### config.mk
export PLATFORM = sky130hd
export DESIGN_NAME = apb_slave
export DESIGN_NICKNAME = d
export VERILOG_FILES = /design/src/rtl/apb_pkg.sv /design/src/rtl/apb_regfile.sv /design/src/rtl/apb_slave.sv
export SDC_FILE = /design/constraint.sdc
export NUM_CORES = 1
export LEC_CHECK = 0
export CAP_MARGIN = 20
export CORE_MARGIN = 2
export CORE_UTILIZATION = 40
export CTS_CLUSTER_DIAMETER = 200
export CTS_CLUSTER_SIZE = 14
export DETAILED_ROUTE_END_ITERATION = 8
export HOLD_SLACK_MARGIN = 0.12
export PLACE_DENSITY = 0.69
export SLEW_MARGIN = 20
export SYNTH_ARGS = -nofsm -noshare
export SYNTH_HDL_FRONTEND = slang
export SYNTH_HIERARCHICAL = 1
export SYNTH_SLANG_ARGS = --single-unit
### constraint.sdc
create_clock -name pclk -period 2.7 [get_ports pclk]
set_clock_uncertainty 0.2 [all_clocks]
set_input_delay 0.405 -clock pclk [delete_from_list [all_inputs] [get_ports pclk]]
set_output_delay 0.405 -clock pclk [all_outputs]
set_load 0.005 [all_outputs]
### src/rtl/apb_pkg.sv
`default_nettype none
// ============================================================================
//  Module      : apb_pkg
//  Description : Shared types and helpers for the APB completer: FSM state
//                encoding, pslverr response codes and the byte-offset width
//                derivation used by the address decoder.
//  Revision    : 1.0 - initial release
// ============================================================================
package apb_pkg;

    // Transfer FSM states
    typedef enum logic [1:0] {
        IDLE = 2'd0,
        WAIT = 2'd1,
        RESP = 2'd2
    } state_t;

    // pslverr response codes
    localparam logic c_OKAY  = 1'b0;
    localparam logic c_ERROR = 1'b1;

    // Number of paddr bits that select a byte within one data word
    function automatic int addr_lsb(input int data_w);
        return $clog2(data_w / 8);
    endfunction

endpackage
`default_nettype wire

### src/rtl/apb_regfile.sv
`default_nettype none
// ============================================================================
//  Module      : apb_regfile
//  Description : NUM_REGS x DATA register bank with one byte-strobed write
//                port, one indexed read port and a flat view of every word.
//  Revision    : 1.0 - initial release
// ============================================================================
module apb_regfile
    import apb_pkg::*;
#(
    parameter int DATA     = 32,
    parameter int NUM_REGS = 8,
    parameter int IDX_W    = $clog2(NUM_REGS)
) (
    input  logic                     clk,
    input  logic                     rst,
    input  logic                     i_we,
    input  logic [IDX_W-1:0]         i_widx,
    input  logic [DATA-1:0]          i_wdata,
    input  logic [DATA/8-1:0]        i_strb,
    input  logic [IDX_W-1:0]         i_ridx,
    output logic [DATA-1:0]          o_rdata,
    output logic [NUM_REGS*DATA-1:0] o_regs
);

    localparam int BYTES = DATA / 8;

    logic [DATA-1:0] r_mem [NUM_REGS];

    // Register storage: clear on reset, otherwise write only the enabled lanes
    always_ff @(posedge clk) begin
        if (rst) begin
            for (int i = 0; i < NUM_REGS; i++) begin
                r_mem[i] <= '0;
            end
        end else if (i_we) begin
            for (int b = 0; b < BYTES; b++) begin
                if (i_strb[b]) begin
                    r_mem[i_widx][b*8 +: 8] <= i_wdata[b*8 +: 8];
                end
            end
        end
    end

    assign o_rdata = r_mem[i_ridx];

    generate
        for (genvar g = 0; g < NUM_REGS; g++) begin : g_flat
            assign o_regs[g*DATA +: DATA] = r_mem[g];
        end
    endgenerate

endmodule
`default_nettype wire

### src/rtl/apb_slave.sv
`default_nettype none
// ============================================================================
//  Module      : apb_slave
//  Description : APB completer decoding transfers into a bank of NUM_REGS
//                registers, with WAIT_CYCLES wait states, pslverr on
//                out-of-range or misaligned accesses, and a flat register
//                output for downstream configuration logic.
//                Define APB_PSTRB_EN to add the pstrb byte-strobe port.
//  Revision    : 1.0 - initial release
// ============================================================================
module apb_slave
    import apb_pkg::*;
#(
    parameter int DATA        = 32,
    parameter int ADDR        = 32,
    parameter int NUM_REGS    = 8,
    parameter int WAIT_CYCLES = 0
) (
    input  logic                     pclk,
    input  logic                     preset,
    input  logic [ADDR-1:0]          paddr,
    input  logic                     psel,
    input  logic                     penable,
    input  logic                     pwrite,
    input  logic [DATA-1:0]          pwdata,
`ifdef APB_PSTRB_EN
    input  logic [DATA/8-1:0]        pstrb,
`endif
    output logic [DATA-1:0]          prdata,
    output logic                     pready,
    output logic                     pslverr,
    output logic [NUM_REGS*DATA-1:0] regs
);

    localparam int   BYTES       = DATA / 8;
    localparam int   ADDR_LSB    = addr_lsb(DATA);
    localparam int   IDX_W       = $clog2(NUM_REGS);
    localparam int   HI_LSB      = ADDR_LSB + IDX_W;
    localparam logic [3:0] c_WAIT_LOAD = 4'(WAIT_CYCLES);
    localparam logic c_ZERO_WAIT = (WAIT_CYCLES == 0);

    state_t            r_state, w_state_nxt;
    logic [3:0]        r_cnt, w_cnt_nxt;
    logic [IDX_W-1:0]  r_idx, w_idx_nxt;
    logic              r_write, w_write_nxt;
    logic              r_err, w_err_nxt;
    logic [DATA-1:0]   r_wdata, w_wdata_nxt;
    logic [BYTES-1:0]  r_strb, w_strb_nxt;
    logic [BYTES-1:0]  w_strb_in;

    logic              w_misalign;
    logic              w_oor;
    logic              w_addr_err;
    logic              w_we;
    logic [DATA-1:0]   w_rdata;

    logic              r_pready;
    logic              r_pslverr;
    logic [DATA-1:0]   r_prdata;

`ifdef APB_PSTRB_EN
    assign w_strb_in = pstrb;
`else
    assign w_strb_in = '1;
`endif

    // Byte-offset bits below the word boundary must be zero
    generate
        if (ADDR_LSB > 0) begin : g_align
            assign w_misalign = |paddr[ADDR_LSB-1:0];
        end else begin : g_no_align
            assign w_misalign = 1'b0;
        end
    endgenerate

    // Any set bit above the register index lands past the last register
    generate
        if (ADDR > HI_LSB) begin : g_range
            assign w_oor = |paddr[ADDR-1:HI_LSB];
        end else begin : g_no_range
            assign w_oor = 1'b0;
        end
    endgenerate

    assign w_addr_err = w_misalign | w_oor;

    // Next-state, wait counter and setup-phase capture
    always_comb begin
        w_state_nxt = r_state;
        w_cnt_nxt   = r_cnt;
        w_idx_nxt   = r_idx;
        w_write_nxt = r_write;
        w_err_nxt   = r_err;
        w_wdata_nxt = r_wdata;
        w_strb_nxt  = r_strb;
        case (r_state)
            IDLE: begin
                // psel with penable already high is not a setup cycle; ignore it
                if (psel && !penable) begin
                    w_idx_nxt   = paddr[ADDR_LSB +: IDX_W];
                    w_write_nxt = pwrite;
                    w_err_nxt   = w_addr_err;
                    w_wdata_nxt = pwdata;
                    w_strb_nxt  = w_strb_in;
                    if (c_ZERO_WAIT) begin
                        w_state_nxt = RESP;
                    end else begin
                        w_cnt_nxt   = c_WAIT_LOAD;
                        w_state_nxt = WAIT;
                    end
                end
            end
            WAIT: begin
                w_cnt_nxt = r_cnt - 4'd1;
                if (!psel) begin
                    w_state_nxt = IDLE;
                    w_cnt_nxt   = '0;
                end else if (r_cnt == 4'd1) begin
                    w_state_nxt = RESP;
                end
            end
            RESP: begin
                w_state_nxt = IDLE;
            end
            default: begin
                w_state_nxt = IDLE;
            end
        endcase
    end

    // State register and captured transfer attributes
    always_ff @(posedge pclk) begin
        if (preset) begin
            r_state <= IDLE;
            r_cnt   <= '0;
            r_idx   <= '0;
            r_write <= 1'b0;
            r_err   <= 1'b0;
            r_wdata <= '0;
            r_strb  <= '0;
        end else begin
            r_state <= w_state_nxt;
            r_cnt   <= w_cnt_nxt;
            r_idx   <= w_idx_nxt;
            r_write <= w_write_nxt;
            r_err   <= w_err_nxt;
            r_wdata <= w_wdata_nxt;
            r_strb  <= w_strb_nxt;
        end
    end

    // Commit only when the master still holds the access phase at the end of RESP
    assign w_we = (r_state == RESP) && psel && penable && r_write && !r_err;

    // Registered response: valid for the single RESP cycle, prdata holds afterwards
    always_ff @(posedge pclk) begin
        if (preset) begin
            r_pready  <= 1'b0;
            r_pslverr <= c_OKAY;
            r_prdata  <= '0;
        end else begin
            r_pready  <= (w_state_nxt == RESP);
            r_pslverr <= ((w_state_nxt == RESP) && w_err_nxt) ? c_ERROR : c_OKAY;
            if (w_state_nxt == RESP) begin
                r_prdata <= (!w_write_nxt && !w_err_nxt) ? w_rdata : '0;
            end
        end
    end

    apb_regfile #(
        .DATA     (DATA),
        .NUM_REGS (NUM_REGS),
        .IDX_W    (IDX_W)
    ) u_regfile (
        .clk     (pclk),
        .rst     (preset),
        .i_we    (w_we),
        .i_widx  (r_idx),
        .i_wdata (r_wdata),
        .i_strb  (r_strb),
        .i_ridx  (w_idx_nxt),
        .o_rdata (w_rdata),
        .o_regs  (regs)
    );

    assign pready  = r_pready;
    assign pslverr = r_pslverr;
    assign prdata  = r_prdata;

endmodule
`default_nettype wire

=== Word-level counts from Yosys, hierarchy flattened ===
Memories as Yosys holds them, arrays and structs flattened.
Index checks and enable logic that the tools add are counted.

* Register bits: 78
* Bits in latches: 0
* RAM bits: 256
* Bits in read-only memories: 0
* Output and inout bits: 290
* Memories kept: 1

* Add/sub/neg operators: 1
* $mul: 0
* Divide/modulo/power cells: 0
* Magnitude comparators: 0
* Equality and inequality tests: 4
* Shift operators: 0
* Multiplexer cells: 34
* Bitwise logic cells: 1
* Reductions and logical operators: 16

{| class="wikitable"
|+ Memories
! memory !! words !! bits a word !! rd ports !! clocked after Yosys merged registers in !! wr ports !! RTL line !! RTL
|-
| u_regfile.r_mem || 8 || 32 || 9 || 0 || 8 || apb_regfile.sv:28 || <nowiki>logic [DATA-1:0] r_mem [NUM_REGS];</nowiki>
|}

{| class="wikitable"
|+ Operators by type and width
! kind !! count
|-
| $mux W32 || 2
|-
| $reduce_or A32 Y1 || 1
|-
| $reduce_or A27 Y1 || 1
|-
| $mux W1 || 23
|-
| $mux W3 || 3
|-
| $mux W4 || 2
|-
| $logic_and A1 B1 Y1 || 7
|-
| $mux W2 || 3
|-
| $eq A2 B2 Y1 const B || 2
|-
| $eq A4 B1 Y1 const B || 1
|-
| $logic_not A1 Y1 || 4
|-
| $pmux W2 S2 || 1
|-
| $sub A4 B1 Y4 const B || 1
|-
| $eq A2 B1 Y1 const B || 1
|-
| $logic_not A2 Y1 || 1
|-
| $reduce_and A2 Y1 || 1
|-
| $reduce_or A2 Y1 || 1
|-
| $or A1 B1 Y1 || 1
|}

=== Logic depth before layout (Yosys ltp) ===
Gate-level depths: netlist of the first run.

* Word-level depth: 10
* Gate-level depth with buffers: 11

=== Cells and area by module ===
Netlist of the first run, hierarchy kept.

{| class="wikitable"
|+ By module, submodules not included
! module !! instances !! cells an instance !! area each (µm²) !! seq. area each (µm²)
|-
| apb_regfile || 1 || 767 || 11782.6 || 7687.4
|-
| apb_slave || 1 || 405 || 3270.6 || 1561.5
|}

=== Worst setup path after synthesis of the first run ===
No wires, ideal clock.

* Path type: in2reg
* From: in penable
* To: reg r_prdata[13], in the netlist prdata[13]
* Library setup time: 114 ps
* Data arrival time: 2682 ps
* Path slack: -296 ps
* Stages: 11
* Path through: nor4b_1 clkbuf_1 nand2_1 nand2_1 buf_6 buf_6 mux4_1 mux2_4 nand4_1 a21oi_1 a21o_1

* Elaborated cells on any way between the ends: 16
* Classes of those cells: eq/ne (1); mux (9); reduce/logical (5); memory (1)

{| class="wikitable"
|+ RTL lines
! element !! RTL line !! RTL
|-
| start: declaration || apb_slave.sv:23 || <nowiki>input logic penable,</nowiki>
|-
| $logic_not A1 Y1 || apb_slave.sv:99 || <nowiki>if (psel && !penable) begin</nowiki>
|-
| $logic_and A1 B1 Y1 || apb_slave.sv:99 ||
|-
| $mux W3 || apb_slave.sv:99 ||
|-
| $mux W3 || apb_slave.sv:96 || <nowiki>case (r_state)</nowiki>
|-
| via w_idx_nxt[0] || apb_slave.sv:44 || <nowiki>logic [IDX_W-1:0] r_idx, w_idx_nxt;</nowiki>
|-
| $mem_v2 Z8 W32 || - ||
|-
| via w_rdata[13] || apb_slave.sv:55 || <nowiki>logic [DATA-1:0] w_rdata;</nowiki>
|-
| $mux W32 || apb_slave.sv:165 || <nowiki>r_prdata <= (!w_write_nxt && !w_err_nxt) ? w_rdata : '0;</nowiki>
|-
| end signal: assignment || apb_slave.sv:165 ||
|-
| end: declaration || apb_slave.sv:59 || <nowiki>logic [DATA-1:0] r_prdata;</nowiki>
|}

The timed path passes the listed nets, and every way through them passes these cells.
A chain may end at the register's enable or synchronous reset.

=== Final worst setup path of the first run ===
* From: in psel
* To: reg r_prdata[14], in the netlist prdata[14]

* Elaborated cells on any way between the ends: 16
* Classes of those cells: eq/ne (1); mux (10); reduce/logical (4); memory (1)

{| class="wikitable"
|+ RTL lines
! element !! RTL line !! RTL
|-
| start: declaration || apb_slave.sv:22 || <nowiki>input logic psel,</nowiki>
|-
| $logic_and A1 B1 Y1 || apb_slave.sv:99 ||
|-
| $mux W3 || apb_slave.sv:99 ||
|-
| $mux W3 || apb_slave.sv:96 ||
|-
| via w_idx_nxt[0] || apb_slave.sv:44 ||
|-
| $mem_v2 Z8 W32 || - ||
|-
| via w_rdata[14] || apb_slave.sv:55 ||
|-
| $mux W32 || apb_slave.sv:165 ||
|}

The timed path passes the listed nets, and every way through them passes these cells.

==> results_dict.tcl, run 1 <==
set metrics [dict create \
    antenna_found_initial 1 \
    final_cells 2103 \
    tightest_slew_ns 0.8092 \
    final_util 0.5585 \
    leakagePower_nw 7.121 \
    core_area_um2 37400 \
    place_inst 2041 \
    n_antenna_cell 0 \
    synth_flop_cell "edfxtp_1" \
    synth_edf_count 256 \
    syn_to_final_growth_pct 38.75 \
    critPathCapture "prdata[14]" \
    grt_max_degree 56 \
    drc_errors 0 \
    holdCritPathClass "in2reg" \
    synthesis.area_um2 15050 \
    die_x_um 198.0 \
    rsz0062_at_grt "true" \
    multi_input_area_um2 5191 \
    reg2reg_depth 10 \
    ant_nets 0 \
    nets 1643 \
    avgRoutedWirePerCell_um 25.60 \
    critPathKind "in2reg" \
    yosysSeqAreaShare 0.6144 \
    insertion_delay_ns 0.55 \
    worst_r2r_startpoint "r_state[0]" \
    h-tree-depth 1 \
    cts_tree "done" \
    syn-mean-instance-area_um2 12.84 \
    outcome "complete, but fails checks" \
    timing.final.crit_period_ns 2.739 \
    reg2reg_slack_ns -0.04 \
    place_area_um2 19860 \
    die_h_um 198.0 \
    synth-seq-cells 334 \
    arrival_ns 2.99 \
    die_area_um2 39200 \
    grt_pass1_vias 11940 \
    wl_um 53830 \
    first_pass_iters 5 \
    worstSetupEndpointType "register" \
    io_buffers 358 \
    drive_gt1_frac 0.1790 \
    fmax_ghz 0.3651 \
    maxSlewViolCount 0 \
    regToRegEndpoint "prdata[14]" \
    hold_violations 0 \
    crit_required_ns 2.95 \
    cts_buffers 27 \
    power_frac_comb 0.128 \
    final_cell_area_um2 20890 \
    yosys_warnings 6 \
    switching_share 0.2377 \
    seq_area_um2 9251 \
    finalSetupViolations 18 \
    p_sw_w 0.002598 \
    fin_ws_ns -0.03862 \
    setup.worst_path.start "psel" \
    vias_per_cell 5.701 \
    fp-row-count 71 \
    power_density_nw_per_um2 523.2 \
    fin_crit_sh 1.014 \
    clock_tree.buffer_depth 3 \
    io_pins 359 \
    grtUsageTotal 0.2686 \
    dpl.hpwl_um 38030 \
    relSlewSlack 0.4605 \
    violations "negative setup slack" \
    syn_nets 1243 \
    path_clk_slew_ns 0.07 \
    maxCapViolations 0 \
    peakVddDrop_mv 0.4333 \
    grt_pass1_wl_um 77430 \
    crit_fanout 7 \
    synthArstFlopShare 0 \
    initial_core_util 0.4025 \
    via_count 11990 \
    drt-initial-drc-count 1259 \
    hold_buffers 0 \
    start_kind "primary input" \
    power_frac_clock 0.340 \
    p_int_w 0.008331 \
    synthCells 1172 \
    gp_congestion 0.8861 \
    cts_sinks 334 \
    cts-root-buf "clkbuf_16" \
    pwr-share-seq 0.531 \
    overflow 0 \
    final.fill_count 3067 \
    synth_cell_types 39 \
]
logic make-up after synthesis:
group	after synthesis	synth area share
mux	96	0.1302
flops	334	0.6144
simple gates	417	0.1416
buf+inv	152	0.04472
compound gates	171	0.06749
fa+ha+maj	2	0.001662
power groups by stage:
stage	Combinational (W)	Sequential [W]	Clock [W]
after global placement	0.00131	0.00591	0
after CTS	0.00139	0.00580	0.00375
after floorplan	0.000632	0.00587	0
after detailed placement	0.00133	0.00591	0
final	0.00140	0.00580	0.00372
after global routing	0.00148	0.00582	0.00391
through the flow:
step           TNS [ns]  hold slack (ns)  total power [W]  worst slack, ns
2_1_floorplan   -0.9118           0.2404         0.006499         -0.03047
3_3_place_gp     -21.52           0.2478         0.007227          -0.6527
3_5_place_dp     -22.16           0.2517         0.007243          -0.6835
4_1_cts          -1.228           0.1405          0.01095         -0.07233
5_1_grt          -3.428           0.1736          0.01121          -0.1429
6_report        -0.3749           0.1587          0.01093         -0.03862
cell type report:
cell class | instances | share of cell area
sequential | 334 | 0.4429
tap | 511 | 0.03061
clock buffer | 49 | 0.03678
inverter | 34 | 0.006110
multi-input combinational | 686 | 0.2485
timing repair buffer | 489 | 0.2350
worst min path at each step:
stage / cells after the start / endpoint / startpoint
detailed placement: 2 / r_wdata[18] / r_wdata[18]
finish: 2 / pready / preset
global route: 2 / r_cnt[1] / preset
global placement: 2 / r_wdata[14] / r_wdata[14]
CTS: 2 / r_cnt[0] / preset
floorplan: 2 / r_wdata[0] / r_wdata[0]
worst max-delay path: stages:
cell and delay [ns]:
clkdlybuf4s50_1 0.52, or4b_4 0.52, nand2_4 0.09, nand2_4 0.08, buf_12 0.15, buf_16 0.15
mux4_2 0.47, mux2_4 0.30, nand4_1 0.08, a21oi_1 0.07, a21o_1 0.15
flip-flops by register name (all words and copies together), names as in the netlist:
register / flops
r_wdata: 32
r_write: 1
u_regfile/r_mem: 256
r_strb: 1
r_cnt: 4
pready: 1
r_err: 1
r_idx: 3
r_state: 2
pslverr: 1
prdata: 32
per-layer routing:
metal | routed length, um | track usage | up-vias
li1 | - | - | 5262
met1 | 20680 | 0.3428 | 5917
met2 | 25930 | 0.4491 | 712
met3 | 5715 | 0.06983 | 96
met4 | 1483 | 0.08382 | 2
met5 | 16 | 0 | -
cell usage after synthesis, types with 11 or more instances:
library cell / count / area, um^2
clkinv_1: 32 / 120.1
nor2_1: 11 / 41.29
buf_2: 14 / 70.07
mux2_4: 15 / 225.2
nand2_1: 77 / 289.0
mux4_2: 37 / 833.3
dfxtp_1: 78 / 1562
nand4_1: 34 / 212.7
edfxtp_1: 256 / 7687
clkbuf_1: 80 / 300.3
o21ai_0: 34 / 170.2
mux2_2: 17 / 191.4
nor3_1: 261 / 1306
mux4_1: 27 / 709.4
a21oi_1: 73 / 365.4
a21o_1: 32 / 240.2
buf_1: 13 / 48.80
o21bai_1: 32 / 240.2
cells in the final DEF, fill, tap and decap left out, types with 3 or more instances in the layout:
cell	count
clkbuf_1	21
nand4_1	34
mux4_2	64
nand4bb_1	4
clkbuf_16	27
nand2_4	3
a21oi_1	63
nor2_1	10
nor3_1	261
clkdlybuf4s50_1	356
a21o_1	32
nor4_1	7
o21ai_0	34
dfxtp_1	76
nand2_1	70
edfxtp_1	256
o21bai_1	32
buf_4	107
a21oi_2	10
mux2_4	32
buf_12	19
nand4b_1	4
clkinv_1	32
nand2_2	4
buf_16	5
repair_timing:
item                                    4_1_cts  5_1_grt
buffers inserted                              6        3
pin swaps                                     5        4
gates resized for setup                      19       10
gates cloned                                  4        0
endpoints found under the hold margin         0        0
endpoints found under the setup margin       32       32
Power figures use the tool's default switching activity.
==> run 2: changes to the inputs <==
--- a/config.mk
+++ b/config.mk
@@ -8,7 +8,6 @@
 export CAP_MARGIN = 20
 export CORE_MARGIN = 2
 export CORE_UTILIZATION = 40
-export CTS_CLUSTER_DIAMETER = 200
 export CTS_CLUSTER_SIZE = 14
 export DETAILED_ROUTE_END_ITERATION = 8
 export HOLD_SLACK_MARGIN = 0.12
==> constraint.sdc (replaced) <==
create_clock -name pclk -period 2.7 [get_ports pclk]
set_clock_uncertainty 0.2 [all_clocks]
set_input_delay 0.54 -clock pclk [delete_from_list [all_inputs] [get_ports pclk]]
set_output_delay 0.54 -clock pclk [all_outputs]
set_load 0.005 [all_outputs]
==> run 2 against run 1 <==
Against the previous run: the flow still finishes with violations (negative setup slack); sequential power barely moved; worst setup slack lost 0.066 ns; cell count rose by 1.8%; clock-buffer cell count up 3; critical path depth unchanged; total power increased by 14%; flip-flop and latch count is the same; critical endpoint is now prdata[22]; largest cell class unchanged.
==> results_dict.tcl, run 2 (synthesized netlist as in run 1, its figures left out) <==
set metrics [dict create \
    dp_slack_ns -0.8320 \
    wl_um 54990 \
    cpPeakStageDelay_ns 0.53 \
    critPathKind "reg2reg" \
    fp-row-count 71 \
    relSlewSlack 0.4337 \
    outcome "complete, but fails checks" \
    p_sw_w 0.002884 \
    final_cell_area_um2 21580 \
    first_pass_iters 5 \
    worstHoldPathCells 2 \
    die_h_um 198.0 \
    power_density_nw_per_um2 576.5 \
    cts_tree "done" \
    start_kind "register" \
    grt_pass1_vias 12220 \
    leakagePower_nw 7.454 \
    via_count 12230 \
    worst_path_max_delay_cell "mux4_2" \
    grt_max_degree 41 \
    core_area_um2 37400 \
    fin_ws_ns -0.1042 \
    timing.final.crit_period_ns 2.804 \
    vias_per_cell 5.714 \
    path_clk_slew_ns 0.06 \
    drt-initial-drc-count 1096 \
    gp_congestion 0.8869 \
    violations "negative setup slack" \
    clock_tree.buffer_depth 3 \
    avgRoutedWirePerCell_um 25.69 \
    drive_gt1_frac 0.2005 \
    antenna_found_initial 3 \
    peakVddDrop_mv 0.3229 \
    worstSetupEndpointType "register" \
    reg2reg_depth 11 \
    top_register "u_regfile/r_mem" \
    tns_ns -1.596 \
    largest_reg_flops 256 \
    p_int_w 0.009559 \
    arrival_ns 3.02 \
    final.fill_count 3033 \
    overflow 0 \
    fmax_ghz 0.3566 \
    drc_errors 0 \
    cts-root-buf "clkbuf_16" \
    fin_crit_sh 1.039 \
    place_area_um2 19940 \
    hold_violations 0 \
    io_buffers 358 \
    syn_to_final_growth_pct 43.39 \
    cts_buffers 38 \
    final_common_cell "clkdlybuf4s50_1" \
    path_cells "buf_6 -> nor4b_4 -> nand2_2 -> nand2_4 -> buf_12 -> buf_12 -> mux4_2 -> mux2_4 -> nand4_1 -> a21oi_2 -> a21o_1" \
    maxSlewViolCount 0 \
    dpl.hpwl_um 37850 \
    holdCritPathClass "in2reg" \
    tightest_slew_ns 0.8494 \
    cts_sinks 334 \
    rsz0062_at_grt "true" \
    hold_buffers 0 \
    die_x_um 198.0 \
    maxCapViolations 0 \
    die_area_um2 39200 \
    finalSetupViolations 32 \
    initial_core_util 0.4025 \
    ant_nets 0 \
    io_pins 359 \
    insertion_delay_ns 0.52 \
    h-tree-depth 2 \
    final_cells 2140 \
    final_util 0.5771 \
    pwr-share-seq 0.467 \
    power_frac_comb 0.117 \
    critPathMostFrequentCell "buf_12" \
    grt_pass1_wl_um 79210 \
    place_inst 2047 \
    nets 1667 \
    crit_required_ns 2.91 \
    power_frac_clock 0.416 \
    grtUsageTotal 0.2756 \
    most-common-layout-cells "clkdlybuf4s50_1, nor3_1, edfxtp_1" \
    crit_fanout 6 \
    switching_share 0.2318 \
]
## run 2: changes by cell type in the layout (fill, tap and decap cells not counted), moves of 2 or more
cell / previous run / this run
clkinv_2: 0 / 6
clkinv_1: 32 / 36
inv_6: 0 / 2
buf_4: 107 / 111
buf_16: 5 / 7
dlygate4sd2_1: 0 / 2
buf_6: 1 / 3
diode_2: 0 / 3
bufinv_16: 0 / 3
clkbuf_1: 21 / 10
buf_12: 19 / 23
clkinvlp_4: 0 / 3
clkbuf_16: 27 / 42
## run 2: layout make-up
class,count,area (um^2),area share
Clock buffer,52,1077,0.04991
Inverter,34,127.6,0.005913
Clock inverter,18,175.2,0.008115
Sequential cell,334,9251,0.4286
Antenna cell,3,7.507,0.0003478
Timing Repair Buffer,502,5116,0.2370
Tap cell,511,639.4,0.02962
Multi-Input combinational cell,686,5190,0.2404
## run 2: final timing paths
kind,startpoint,endpoint,slack (ns)
max,r_state[1],prdata[22],-0.10
min,preset,pready,0.25
max reg2reg,r_state[1],prdata[22],-0.10
min reg2reg,r_wdata[26],r_wdata[26],0.26
## run 2: metrics by stage
| stage | power [W] | hold WS [ns] |
|---|---|---|
| 2_1_floorplan | 0.006499 | 0.2404 |
| 3_5_place_dp | 0.007255 | 0.2512 |
| 4_1_cts | 0.01245 | 0.2593 |
| 3_3_place_gp | 0.007236 | 0.2473 |
| 6_report | 0.01244 | 0.2491 |
| 5_1_grt | 0.01275 | 0.2708 |
## run 2: layer usage
metal,share of wire,global-route usage
met2,0.48,0.4497
met3,0.10,0.07035
met1,0.38,0.3539
met5,0,0
met4,0.035,0.1067
## run 2: critical path, delay by kind of cell (launching register included)
family | cells | cell delay, ns
AND/OR/NAND/NOR | 4 | 0.69
AO/OA/AOI/OAI | 2 | 0.22
multiplexers | 2 | 0.84
flip-flops | 1 | 0.33
buffers and inverters | 3 | 0.41
## run 2: timing repair
action	4_1_cts	5_1_grt
pin swaps	4	6
setup endpoints to repair	32	32
resized for setup	23	11
setup buffers	8	6
gates cloned	6	1
## run 2: power by group through the flow
stage                     clock, W  combinational [W]  sequential (W)
after floorplan                  0           0.000632         0.00587
after global placement           0            0.00132         0.00591
after detailed placement         0            0.00134         0.00591
after CTS                  0.00521            0.00143         0.00581
after global routing       0.00540            0.00153         0.00582
final                      0.00517            0.00146         0.00581
==> run 3: changes to the inputs <==
--- a/config.mk
+++ b/config.mk
@@ -5,12 +5,10 @@
 export SDC_FILE = /design/constraint.sdc
 export NUM_CORES = 1
 export LEC_CHECK = 0
-export CAP_MARGIN = 20
 export CORE_MARGIN = 2
 export CORE_UTILIZATION = 40
 export CTS_CLUSTER_SIZE = 14
 export DETAILED_ROUTE_END_ITERATION = 8
-export HOLD_SLACK_MARGIN = 0.12
 export PLACE_DENSITY = 0.69
 export SLEW_MARGIN = 20
 export SYNTH_ARGS = -nofsm -noshare
==> results of run 3 <==
The final DEF is identical to that of run 2; final timing and power are the same.
